<file path="src/rtl/wb_port_arbiter_if.sv">
// Register-file write-port bundle: pipeline writeback (A), long-latency result (B),
// regfile write, long-latency issue tracking and decode hazard lookup.
interface wb_port_arbiter_if #(
  parameter int REGIDX_WIDTH = 5,
  parameter int DATA_W       = 32
);
  logic                    a_valid;
  logic [REGIDX_WIDTH-1:0] a_rd;
  logic [DATA_W-1:0]       a_data;

  logic                    b_valid;
  logic                    b_ready;
  logic [REGIDX_WIDTH-1:0] b_rd;
  logic [DATA_W-1:0]       b_data;

  logic                    pipe_stall;

  logic                    rd_wen;
  logic [REGIDX_WIDTH-1:0] rd_addr;
  logic [DATA_W-1:0]       rd_data;

  logic                    issue_valid;
  logic [REGIDX_WIDTH-1:0] issue_rd;

  logic [REGIDX_WIDTH-1:0] rs1_addr;
  logic [REGIDX_WIDTH-1:0] rs2_addr;
  logic                    rs1_busy;
  logic                    rs2_busy;

  // Arbiter side
  modport slave (
    input  a_valid, a_rd, a_data,
    input  b_valid, b_rd, b_data,
    output b_ready,
    output pipe_stall,
    output rd_wen, rd_addr, rd_data,
    input  issue_valid, issue_rd,
    input  rs1_addr, rs2_addr,
    output rs1_busy, rs2_busy
  );

  // Writers / decode / regfile side
  modport master (
    output a_valid, a_rd, a_data,
    output b_valid, b_rd, b_data,
    input  b_ready,
    input  pipe_stall,
    input  rd_wen, rd_addr, rd_data,
    output issue_valid, issue_rd,
    output rs1_addr, rs2_addr,
    input  rs1_busy, rs2_busy
  );
endinterface

</file>
<file path="src/rtl/wb_port_arbiter.sv">
// Shares the single regfile write port between pipeline writeback (A, priority) and a
// long-latency unit (B, valid/ready), with bounded B starvation and a pending-write scoreboard.
module wb_port_arbiter #(
  parameter int REGIDX_WIDTH = 5,
  parameter int STARVE_LIMIT = 4
) (
  input  logic               i_clk,
  input  logic               i_rst_n,
  wb_port_arbiter_if.slave   bus
);

  localparam int NUM_REGS = 2 ** REGIDX_WIDTH;
  localparam int CNT_W    = $clog2(STARVE_LIMIT + 1);
  localparam int DATA_W   = 32;

  typedef enum logic {ST_ARB, ST_FORCE} state_t;

  state_t                  state;
  logic [CNT_W-1:0]        cnt;
  logic [CNT_W-1:0]        cnt_nxt;
  logic [NUM_REGS-1:1]     pending;
  logic [NUM_REGS-1:1]     pending_nxt;
  logic [NUM_REGS-1:0]     pending_full;

  logic                    grant_a;
  logic                    grant_b;
  logic                    b_ready;
  logic                    b_hs;
  logic                    rd_wen;
  logic [REGIDX_WIDTH-1:0] rd_addr;
  logic [DATA_W-1:0]       rd_data;

  function automatic logic [CNT_W-1:0] sat_inc(input logic [CNT_W-1:0] v);
    return (v == CNT_W'(STARVE_LIMIT)) ? v : v + 1'b1;
  endfunction

  // FORCE hands the port to B unconditionally; otherwise A has priority.
  always_comb begin
    grant_a = 1'b0;
    grant_b = 1'b0;
    if (state == ST_FORCE)
      grant_b = bus.b_valid;
    else if (bus.a_valid)
      grant_a = 1'b1;
    else
      grant_b = bus.b_valid;
  end

  assign b_ready = (state == ST_FORCE) | ~bus.a_valid;
  assign b_hs    = bus.b_valid & b_ready;

  always_comb begin
    rd_wen  = 1'b0;
    rd_addr = '0;
    rd_data = '0;
    if (grant_a) begin
      rd_wen  = (bus.a_rd != '0);
      rd_addr = bus.a_rd;
      rd_data = bus.a_data;
    end else if (grant_b) begin
      rd_wen  = (bus.b_rd != '0);
      rd_addr = bus.b_rd;
      rd_data = bus.b_data;
    end
  end

  assign cnt_nxt = (~bus.b_valid | b_hs) ? '0 : sat_inc(cnt);

  // Issue is applied after retire so a same-edge issue to the retiring rd keeps it pending.
  always_comb begin
    pending_nxt = pending;
    for (int r = 1; r < NUM_REGS; r++) begin
      if (b_hs && (bus.b_rd == REGIDX_WIDTH'(r)))
        pending_nxt[r] = 1'b0;
      if (bus.issue_valid && (bus.issue_rd == REGIDX_WIDTH'(r)))
        pending_nxt[r] = 1'b1;
    end
  end

  always_ff @(posedge i_clk) begin
    if (!i_rst_n) begin
      state   <= ST_ARB;
      cnt     <= '0;
      pending <= '0;
    end else begin
      cnt     <= cnt_nxt;
      pending <= pending_nxt;
      unique case (state)
        ST_ARB:   if (cnt_nxt == CNT_W'(STARVE_LIMIT)) state <= ST_FORCE;
        ST_FORCE: if (b_hs || !bus.b_valid)            state <= ST_ARB;
        default:  state <= ST_ARB;
      endcase
    end
  end

  // Bit 0 is hard zero so x0 never reports a hazard.
  assign pending_full = {pending, 1'b0};

  assign bus.b_ready    = b_ready;
  assign bus.pipe_stall = (state == ST_FORCE) & bus.a_valid;
  assign bus.rd_wen     = rd_wen;
  assign bus.rd_addr    = rd_addr;
  assign bus.rd_data    = rd_data;
  assign bus.rs1_busy   = pending_full[bus.rs1_addr];
  assign bus.rs2_busy   = pending_full[bus.rs2_addr];

  // Protocol checks on the issue/retire bookkeeping and the B handshake.
  logic b_blocked;

  always_ff @(posedge i_clk) begin
    if (!i_rst_n)
      b_blocked <= 1'b0;
    else
      b_blocked <= bus.b_valid & ~b_ready;
  end

  always_ff @(posedge i_clk) begin
    if (i_rst_n) begin
      if (bus.issue_valid && (bus.issue_rd != '0))
        assert (!pending_full[bus.issue_rd] || (b_hs && (bus.b_rd == bus.issue_rd)));
      if (b_hs && (bus.b_rd != '0))
        assert (pending_full[bus.b_rd]);
      if (b_blocked)
        assert (bus.b_valid);
    end
  end

endmodule

</file>
<file path="src/flat_wrapper.sv">
// flat-port wrapper written by rule: the top's interface ports become plain ports
module wb_port_arbiter_flat 
#(
  parameter int REGIDX_WIDTH = 5,
  parameter int STARVE_LIMIT = 4
)
  (i_clk, i_rst_n, bus_a_valid, bus_a_rd, bus_a_data, bus_b_valid, bus_b_rd, bus_b_data, bus_b_ready, bus_pipe_stall, bus_rd_wen, bus_rd_addr, bus_rd_data, bus_issue_valid, bus_issue_rd, bus_rs1_addr, bus_rs2_addr, bus_rs1_busy, bus_rs2_busy);
  wb_port_arbiter_if #(.REGIDX_WIDTH(REGIDX_WIDTH), .DATA_W(32)) bus_i ();
  input  logic i_clk;
  input  logic i_rst_n;
  input wire logic [$bits(bus_i.a_valid)-1:0] bus_a_valid;
  input wire logic [$bits(bus_i.a_rd)-1:0] bus_a_rd;
  input wire logic [$bits(bus_i.a_data)-1:0] bus_a_data;
  input wire logic [$bits(bus_i.b_valid)-1:0] bus_b_valid;
  input wire logic [$bits(bus_i.b_rd)-1:0] bus_b_rd;
  input wire logic [$bits(bus_i.b_data)-1:0] bus_b_data;
  output wire logic [$bits(bus_i.b_ready)-1:0] bus_b_ready;
  output wire logic [$bits(bus_i.pipe_stall)-1:0] bus_pipe_stall;
  output wire logic [$bits(bus_i.rd_wen)-1:0] bus_rd_wen;
  output wire logic [$bits(bus_i.rd_addr)-1:0] bus_rd_addr;
  output wire logic [$bits(bus_i.rd_data)-1:0] bus_rd_data;
  input wire logic [$bits(bus_i.issue_valid)-1:0] bus_issue_valid;
  input wire logic [$bits(bus_i.issue_rd)-1:0] bus_issue_rd;
  input wire logic [$bits(bus_i.rs1_addr)-1:0] bus_rs1_addr;
  input wire logic [$bits(bus_i.rs2_addr)-1:0] bus_rs2_addr;
  output wire logic [$bits(bus_i.rs1_busy)-1:0] bus_rs1_busy;
  output wire logic [$bits(bus_i.rs2_busy)-1:0] bus_rs2_busy;
  assign bus_i.a_valid = bus_a_valid;
  assign bus_i.a_rd = bus_a_rd;
  assign bus_i.a_data = bus_a_data;
  assign bus_i.b_valid = bus_b_valid;
  assign bus_i.b_rd = bus_b_rd;
  assign bus_i.b_data = bus_b_data;
  assign bus_b_ready = bus_i.b_ready;
  assign bus_pipe_stall = bus_i.pipe_stall;
  assign bus_rd_wen = bus_i.rd_wen;
  assign bus_rd_addr = bus_i.rd_addr;
  assign bus_rd_data = bus_i.rd_data;
  assign bus_i.issue_valid = bus_issue_valid;
  assign bus_i.issue_rd = bus_issue_rd;
  assign bus_i.rs1_addr = bus_rs1_addr;
  assign bus_i.rs2_addr = bus_rs2_addr;
  assign bus_rs1_busy = bus_i.rs1_busy;
  assign bus_rs2_busy = bus_i.rs2_busy;
  wb_port_arbiter #(.REGIDX_WIDTH(REGIDX_WIDTH), .STARVE_LIMIT(STARVE_LIMIT)) u_core (.i_clk(i_clk), .i_rst_n(i_rst_n), .bus(bus_i));
endmodule
</file>
<file path="config.mk">
export PLATFORM = sky130hd
export DESIGN_NAME = wb_port_arbiter_flat
export DESIGN_NICKNAME = d
export VERILOG_FILES = /design/src/rtl/wb_port_arbiter_if.sv /design/src/rtl/wb_port_arbiter.sv /design/src/flat_wrapper.sv
export SDC_FILE = /design/constraint.sdc
export NUM_CORES = 1
export LEC_CHECK = 0
export BUFFER_PORTS_ARGS = -buffer_cell sky130_fd_sc_hd__buf_2
export CAP_MARGIN = 40
export CORE_AREA = 5 5 82 84
export CTS_CLUSTER_DIAMETER = 80
export CTS_CLUSTER_SIZE = 30
export DETAILED_ROUTE_END_ITERATION = 10
export DIE_AREA = 0 0 87 89
export GPL_TIMING_DRIVEN = 0
export PLACE_DENSITY = 0.86
export SETUP_SLACK_MARGIN = 0.1
export SLEW_MARGIN = 20
export SYNTH_ARGS = -nofsm -noshare
export SYNTH_HDL_FRONTEND = slang
export SYNTH_SLANG_ARGS = --single-unit
</file>
<file path="constraint.sdc">
create_clock -name i_clk -period 1.75 [get_ports i_clk]
set_input_delay 0.35 -clock i_clk [delete_from_list [all_inputs] [get_ports i_clk]]
set_output_delay 0.35 -clock i_clk [all_outputs]
set_load 0.05 [all_outputs]
</file>
# Yosys cells after proc, flatten, opt, wreduce, memory -nomap -nowiden
# Index checks and enable logic that the tools add are counted.
# totals
register_bits	35
output_inout_bits	42
in_bits	94
# classes
reduce_logical	97
addsub	1
mux	81
eq_ne	64
order_cmp	2
bitwise_logic	7
# ops
operator	count
5-bit == test (second input constant)	32
5-bit by 4-bit == test with 1-bit output (second input constant)	16
1-bit 2-to-1 mux	72
32-bit 2-to-1 mux	2
1-bit logical AND	62
2-bit nonzero test	31
5-bit by 3-bit == test with 1-bit output (second input constant)	8
5-bit by 2-bit == test with 1-bit output (second input constant)	4
5-bit by 6-bit < comparator with 1-bit output (second input constant)	2
1-bit binary-select mux with 5-bit select	2
5-bit by 1-bit == test with 1-bit output (second input constant)	2
5-bit 2-to-1 mux	2
5-bit nonzero test	2
3-bit == test (second input constant)	2
3-bit 2-to-1 mux	2
3-bit by 1-bit adder with 3-bit output (second input constant)	1
1-bit NOT	3
1-bit bitwise AND	2
1-bit bitwise OR	2
1-bit one-hot mux with 2 select lines	1
1-bit zero test	1
1-bit logical OR	1

# Logic depth before layout (Yosys ltp)
# Gate-level depths: netlist of run 1.
# depth
word_depth	8
depth_mapped	6

# Worst setup path before layout of run 1
# No wires, ideal clock.
# synth_timing
kind	reg2out
startpoint	reg u_core.state
endpoint	out bus_rd_wen
path_slack_ns	-0.578
path_buffers	2
stages_incl_launch_ff	5
t_required_ns	1.400
arrival_time_ns	1.978
cell_sequence	dfxtp_1 > and2b_1 > buf_2 > buf_2 > o21ai_0
# synth_via
elab_chain_len	3
# synth_lines
element	line_no	text
start: declaration	wb_port_arbiter.sv:18	state_t state;
start signal: assignment	wb_port_arbiter.sv:82	state <= ST_ARB;
start signal: assignment	wb_port_arbiter.sv:89	ST_ARB: if (cnt_nxt == CNT_W'(STARVE_LIMIT)) state <= ST_FORCE;
start signal: assignment	wb_port_arbiter.sv:90	ST_FORCE: if (b_hs || !bus.b_valid) state <= ST_ARB;
1-bit 2-to-1 mux	wb_port_arbiter.sv:41	if (state == ST_FORCE)
1-bit 2-to-1 mux	wb_port_arbiter.sv:60	end else if (grant_b) begin
1-bit 2-to-1 mux *	wb_port_arbiter.sv:56	if (grant_a) begin
end: declaration	flat_wrapper.sv:19	output wire logic [$bits(bus_i.rd_wen)-1:0] bus_rd_wen;
# Every way passes the cells marked *; elsewhere a longest branch is shown, timed or not.

# Final worst setup path of run 1
# layout_timing
startpoint	reg u_core.state
endpoint	out bus_rd_data[22]
# layout_via
elab_chain_len	3
# layout_lines
element	line_no	text
1-bit 2-to-1 mux	wb_port_arbiter.sv:41	
32-bit 2-to-1 mux	wb_port_arbiter.sv:60	
32-bit 2-to-1 mux *	wb_port_arbiter.sv:56	
end: declaration	flat_wrapper.sv:21	output wire logic [$bits(bus_i.rd_data)-1:0] bus_rd_data;
# Marked as above.

==> results of run 1 <==
## registers in the layout (all words and copies together) (netlist names)
name and flops:
u_core.cnt 3, u_core.pending 31, u_core.state 1
## routing by layer
layer	up-vias	track usage [%]
met3	53	8.39
met5	-	0
li1	1479	-
met4	0	16.0
met2	209	50.1
met1	1528	28.6
## critical path, cell delays in order (launching register included)
cell	delay, ps
dfxtp_2	330
and2b_2	270
inv_4	50
and2_4	150
buf_12	140
clkbuf_16	160
a22o_4	230
buf_6	150
## area by class of cell
class                      count  area share, %
inverter                       6          0.577
clock buffer                   6           1.67
sequential                    35           16.2
timing repair buffer         142           26.0
multi-input combinational    249           48.2
tap                           75           2.16
buffer                        24           5.14
## synthesized netlist by cell type, types with 3 or more instances
library cell  instances  area (µm²)
o21ai_0              33         165
nor2_1               14        52.6
a21boi_0             30         225
and2_1                3        18.8
nand4b_1              5        43.8
clkbuf_1             10        37.5
nand2b_1              7        43.8
mux2i_1              18         180
nor3_1                3        15.0
nand4_1               6        37.5
buf_2                 8        40.0
nand2_1              32         120
buf_6                 6        67.6
and2b_1               3        22.5
a22o_1               37         324
a22oi_1               4        30.0
dfxtp_1              35         701
inv_1                 5        18.8
mux4_2                6         135
nor2b_1              10        62.6
a21oi_1               6        30.0
nand3_1              16        80.1
## cell families after synthesis
| group | after synthesis | synth area share, % |
|---|---|---|
| adders and majority gates | 2 | 0.966 |
| muxes | 24 | 12.2 |
| AOI/OAI and AO/OA | 118 | 32.4 |
| buffers and inverters | 30 | 6.47 |
| and+or+nand+nor | 104 | 20.6 |
| DFF | 35 | 27.1 |
| xor gates and xnor gates | 1 | 0.338 |
## worst max path at each step
| stage | from | to | slack, ps |
|---|---|---|---|
| after floorplan | bus_rs1_addr[0] | bus_rs1_busy | -240 |
| after global placement | bus_a_valid | bus_rd_data[8] | -360 |
| after detailed placement | bus_a_valid | bus_rd_data[8] | -370 |
| after CTS | u_core.pending[7]$_SDFFE_PN0P_ | bus_rs2_busy | -300 |
| after global routing | u_core.state$_SDFF_PN0_ | bus_rd_data[22] | -390 |
| final | u_core.state$_SDFF_PN0_ | bus_rd_data[22] | -380 |
## power breakdown
part           leakage (nW)  total, W  switching, W  internal (W)
Clock                0.0371  0.000536      0.000271      0.000265
Combinational          1.53   0.00111      0.000621      0.000487
Sequential            0.284  0.000816    0.00000877      0.000807
## metrics by stage
stage / setup TNS, ps / instances / worst slack (ps) / hold slack, ps / cell area (µm²)
floorplan: -1370 / 314 / -238 / 420 / 2870
global placement: -9700 / 517 / -355 / 448 / 3610
detailed placement: -10490 / 517 / -366 / 461 / 3610
CTS: -10640 / 530 / -299 / 365 / 4130
global route: -14060 / 537 / -386 / 359 / 4340
finish: -13190 / 537 / -381 / 363 / 4340
## what timing repair did
item	in CTS	in global routing
gates cloned	2	1
endpoints found under the setup margin	41	41
gates resized for setup	116	28
buffers inserted	6	6
pin swaps	3	4
==> summary.md, run 1 <==
| Metric | Value |
|---|---|
| Clk pin slew, worst setup/hold paths | 70 ps |
| Crit. End Element | output pin |
| Synth Flop Type | dfxtp_1 |
| Total power | 0.00246 W |
| Sink Count | 35 |
| Worst Clk Skew | 6.82 ps |
| Multi-input gate area | 0.00209 mm² |
| Vias/cell | 6.09 |
| Mean routed wirelength per cell | 22.3 µm |
| Layout Utilization | 74.1% |
| CTS buffer count | 5 |
| Syn Nets | 410 |
| Layout cell share with drive strength beyond 1 | 48.1% |
| Antenna violations before repair | 0 |
| Commonest non-fill, non-tap cell in the layout | buf_2 |
| Global-route wire length before repair | 16700 µm |
| Die height | 89 µm |
| GRT Total Usage | 27.8% |
| RSZ-0062 raised after global routing | true |
| IO Count | 136 |
| Initial core utilization | 44.3% |
| Crit start category | register |
| Met2 routed WL | 6080 µm |
| Drt first pass iters | 5 |
| Die footprint | 0.00774 mm² |
| R2R cell count | 5 |
| Diodes inserted | 0 |
| H-tree levels | 2 |
| Setup violations, final | 41 |
| Rel. slew slack | 64.8% |
| Period utilisation layout | 122% |
| Detailed Route WL | 12000 µm |
| R2R setup slack | -90 ps |
| Post-synth ARST share | 0% |
| CP Class | reg2out |
| WL met3 | 1090 µm |
| Failing checks | negative setup slack |
| Reg area | 704 µm² |
| Most frequent cells in the layout | 91 x buf_2, 32 x a22o_4, 32 x nand2_1, 32 x dfxtp_1, 31 x o21ai_0 |
| Worst slew pin tran | 528 ps |
| Number of max-cap violations | 0 |
| Min Tclk post-route | 2130 ps |
| Worst hold path startpoint | i_rst_n |
| DR iter-0 viols | 243 |
| Crit path max fanout | 6 |
| Core ar. | 0.00585 mm² |
| Outcome | complete, but fails checks |
| Root Driver | clkbuf_8 |
| Max IR drop VDD | 0.000426 V |
| DR vias | 3269 |
| GRT overflow | 0 |
| Drt drc | 0 |
| Layout filler cell count | 387 |
| GP Congestion | 0.900 |
| Crit path required time | 1400 ps |
| CTS tree | yes |
| Critical R2R Launch | u_core.state$_SDFF_PN0_ |
| R2r endpoint | u_core.state$_SDFF_PN0_ |
| Post-Syn Area | 0.00259 mm² |
| Final hold viol count | 0 |
| Leakage | 1.86 nW |
| Sequential-to-total area share from yosys stat | 27.1% |
| Hold depth | 2 |
| Syn avg cell area | 8.25 µm² |
| Largest net degree at the start of global routing | 11 |
| PnR worst setup slack | -381 ps |
| Critical Path AT | 1780 ps |
| DP HPWL | 7620 µm |
| IO Port Bufs | 128 |
| Post-synth cell types | 34 |
| Yosys reg bits | 35 |
| Post-synthesis instance total | 314 |
| Worst skew pair latency | 290 ps |
| Clock buffer depth | 2 |
| Hold Crit Class | in2reg |
| Yosys warns | 0 |
| Fmax | 469 MHz |
| Hold Crit Endpoint | u_core.pending[16]$_SDFFE_PN0P_ |
| Post-synth EDFFs | 0 |
| Nets | 559 |
| Max layer used | met4 |
| Cell Pwr Density | 568 mW/mm² |
| Die W | 87 µm |
| Area growth, synth to finish | 67.4% |
| Hold buffers post-CTS | 0 |
| Slew Limit Fails | 0 |
| Number of global-route vias before repair | 3290 |
| ANT nets after route | 0 |
| Metal-1 WL | 4090 µm |
| # rows | 28 |
No activity file was read; power rests on OpenSTA's default activity.
==> run 2, diff against run 1 <==
--- a/config.mk
+++ b/config.mk
@@ -14,7 +14,7 @@
 export DIE_AREA = 0 0 87 89
 export GPL_TIMING_DRIVEN = 0
 export PLACE_DENSITY = 0.86
-export SETUP_SLACK_MARGIN = 0.1
+export SETUP_SLACK_MARGIN = 0.05
 export SLEW_MARGIN = 20
 export SYNTH_ARGS = -nofsm -noshare
 export SYNTH_HDL_FRONTEND = slang
==> summary.md, run 2 (same netlist as run 1, synthesis figures left out) <==
| Metric | Value |
|---|---|
| Setup violations, final | 40 (-2.4%) |
| Hold Crit Endpoint | u_core.pending[16]$_SDFFE_PN0P_ |
| Number of max-cap violations | 0 (unchanged) |
| Commonest non-fill, non-tap cell in the layout | buf_2 |
| Hold Crit Class | in2reg |
| R2R cell count | 6 (+1) |
| Cell Pwr Density | 569 mW/mm² (+0.19%) |
| RSZ-0062 raised after global routing | true |
| Non-filler cells, final | 537 (unchanged) |
| Delay-heaviest family, CP | buffers and inverters |
| Die W | 87 µm (unchanged) |
| Area growth, synth to finish | 66.7% |
| # rows | 28 (unchanged) |
| Dpl cell area | 0.00361 mm² (unchanged) |
| Crit start category | register |
| DR iter-0 viols | 241 (-0.82%) |
| Crit path max fanout | 6 (unchanged) |
| Number of flip-flops under the largest register name | 31 (unchanged) |
| Root Driver | clkbuf_8 |
| Core ar. | 0.00585 mm² (unchanged) |
| DP HPWL | 7620 µm (unchanged) |
| Global-route wire length before repair | 16700 µm (+0.29%) |
| CTS tree | yes |
| Sink Count | 35 (unchanged) |
| Vias/cell | 6.04 (-0.86%) |
| Worst hold path startpoint | i_rst_n |
| Worst slew pin tran | 515 ps (-12.3 ps) |
| Critical R2R Launch | u_core.state$_SDFF_PN0_ |
| Outcome | complete, but fails checks |
| Drt drc | 0 (unchanged) |
| Die footprint | 0.00774 mm² (unchanged) |
| Post-place setup slack | -366 ps (unchanged) |
| R2R setup slack | 130 ps (+220 ps) |
| Antenna violations before repair | 1 (+1) |
| ANT nets after route | 0 (unchanged) |
| Layout filler cell count | 399 (+3.1%) |
| Crit path required time | 1400 ps (about the same) |
| Slew Limit Fails | 0 (unchanged) |
| GRT overflow | 0 (unchanged) |
| Period utilisation layout | 120% (-1.8 points) |
| Worst Clk Skew | 9.51 ps (+2.69 ps) |
| Nets | 558 (-0.18%) |
| Clk pin slew, worst setup/hold paths | 70 ps (about the same) |
| Drt first pass iters | 4 (-1) |
| Leakage | 1.85 nW (-0.51%) |
| Crit-path max cell delay | 320 ps (about the same) |
| Max IR drop VDD | 0.000462 V (+8.5%) |
| GRT Total Usage | 27.9% (+0.077 points) |
| Number of global-route vias before repair | 3303 (+0.40%) |
| Layout cell share with drive strength beyond 1 | 47.9% (-0.11 points) |
| Clock buffer depth | 2 (unchanged) |
| Failing checks | negative setup slack |
| Initial core utilization | 44.3% (unchanged) |
| CP Class | reg2out |
| IO Count | 136 (unchanged) |
| DR vias | 3241 (-0.86%) |
| Inst Count DP | 517 (unchanged) |
| IO Port Bufs | 128 (unchanged) |
| Mean routed wirelength per cell | 21.7 µm (-2.9%) |
| Hold depth | 2 (unchanged) |
| Critical path cell sequence | and2b_2 > inv_4 > and2_4 > buf_12 > clkbuf_16 > a22o_4 > buf_6 |
| GP Congestion | 0.900 (unchanged) |
| Final hold viol count | 0 (unchanged) |
| Largest net degree at the start of global routing | 11 (unchanged) |
| Fmax | 476 MHz (+1.5%) |
| Top reg by flops | u_core.pending |
| CTS buffer count | 5 (unchanged) |
| H-tree levels | 2 (unchanged) |
| Layout Utilization | 73.8% (-0.30 points) |
| Crit path buffers/inverters | 4 (unchanged) |
| Biggest regs | u_core.pending (31), u_core.cnt (3), u_core.state (1) |
| Worst skew pair latency | 300 ps (about the same) |
| PnR worst setup slack | -351 ps (+30.7 ps) |
| Critical Path AT | 1750 ps (-30 ps) |
| Crit path max-delay cell type | dfxtp_2 |
| Rel. slew slack | 65.7% (+0.82 points) |
| Crit. End Element | output pin |
| Min Tclk post-route | 2100 ps (-30.7 ps) |
| Die height | 89 µm (unchanged) |
| R2r endpoint | u_core.pending[19]$_SDFFE_PN0P_ |
| Fin Setup TNS | -12640 ps (+545 ps) |
| Final instance area | 0.00432 mm² (-0.40%) |
| Detailed Route WL | 11700 µm (-2.9%) |
| Most frequent cells in the layout | 91 x buf_2, 32 x a22o_4, 32 x nand2_1, 32 x dfxtp_1, 31 x o21ai_0 |
==> run 2: cell types whose count changed in the layout (fill, tap and decap cells not counted) <==
cell / previous run / this run
buf_12: 5 / 4
diode_2: 0 / 1
==> run 2: cell type report <==
class / count / area [µm²] / area share [%]
well taps: 75 / 93.8 / 2.17
diodes: 1 / 2.50 / 0.0580
inverters: 6 / 25.0 / 0.580
multi-input cells: 249 / 2090 / 48.4
clock buffers: 6 / 72.6 / 1.68
flip-flops and latches: 35 / 704 / 16.3
plain buffers: 24 / 223 / 5.16
repair buffers: 141 / 1110 / 25.7
==> run 2: worst max-delay path by stage <==
stage                                         from               to  slack [ps]  cells after the start
detailed placement                     bus_a_valid   bus_rd_data[8]        -370                      5
CTS                 u_core.pending[7]$_SDFFE_PN0P_     bus_rs2_busy        -300                      5
floorplan                          bus_rs1_addr[0]     bus_rs1_busy        -240                      5
global route               u_core.state$_SDFF_PN0_  bus_rd_data[21]        -380                      7
global placement                       bus_a_valid   bus_rd_data[8]        -360                      5
finish                     u_core.state$_SDFF_PN0_  bus_rd_data[21]        -350                      7
==> run 2: report_power, final <==
part / leakage (nW) / switching [W] / internal (W) / total [W]
sequential: 0.284 / 0.00000876 / 0.000807 / 0.000816
combinational: 1.53 / 0.000612 / 0.000482 / 0.00109
clock: 0.0371 / 0.000280 / 0.000265 / 0.000545
==> run 2: through the flow <==
stage                     hold WS, ps  total power, W
after detailed placement          461         0.00167
after global placement            448         0.00166
final                             357         0.00246
after floorplan                   420         0.00143
after CTS                         365         0.00235
after global routing              347         0.00254
==> run 2: what timing repair did <==
action / in CTS / in global routing
hold endpoints to repair: 0 / 0
gates cloned: 2 / 1
hold buffers: 0 / 0
pin swaps: 3 / 3
setup endpoints to repair: 40 / 43
buffers inserted: 6 / 7
gates resized for setup: 115 / 26
==> run 2: per-layer routing <==
layer | wire, µm | GRT usage, % | up-vias
met5 | 0 | 0 | -
met4 | 612 | 17.1 | 0
met3 | 1000 | 8.66 | 44
met2 | 6020 | 49.6 | 185
met1 | 4020 | 28.6 | 1537
li1 | - | - | 1475
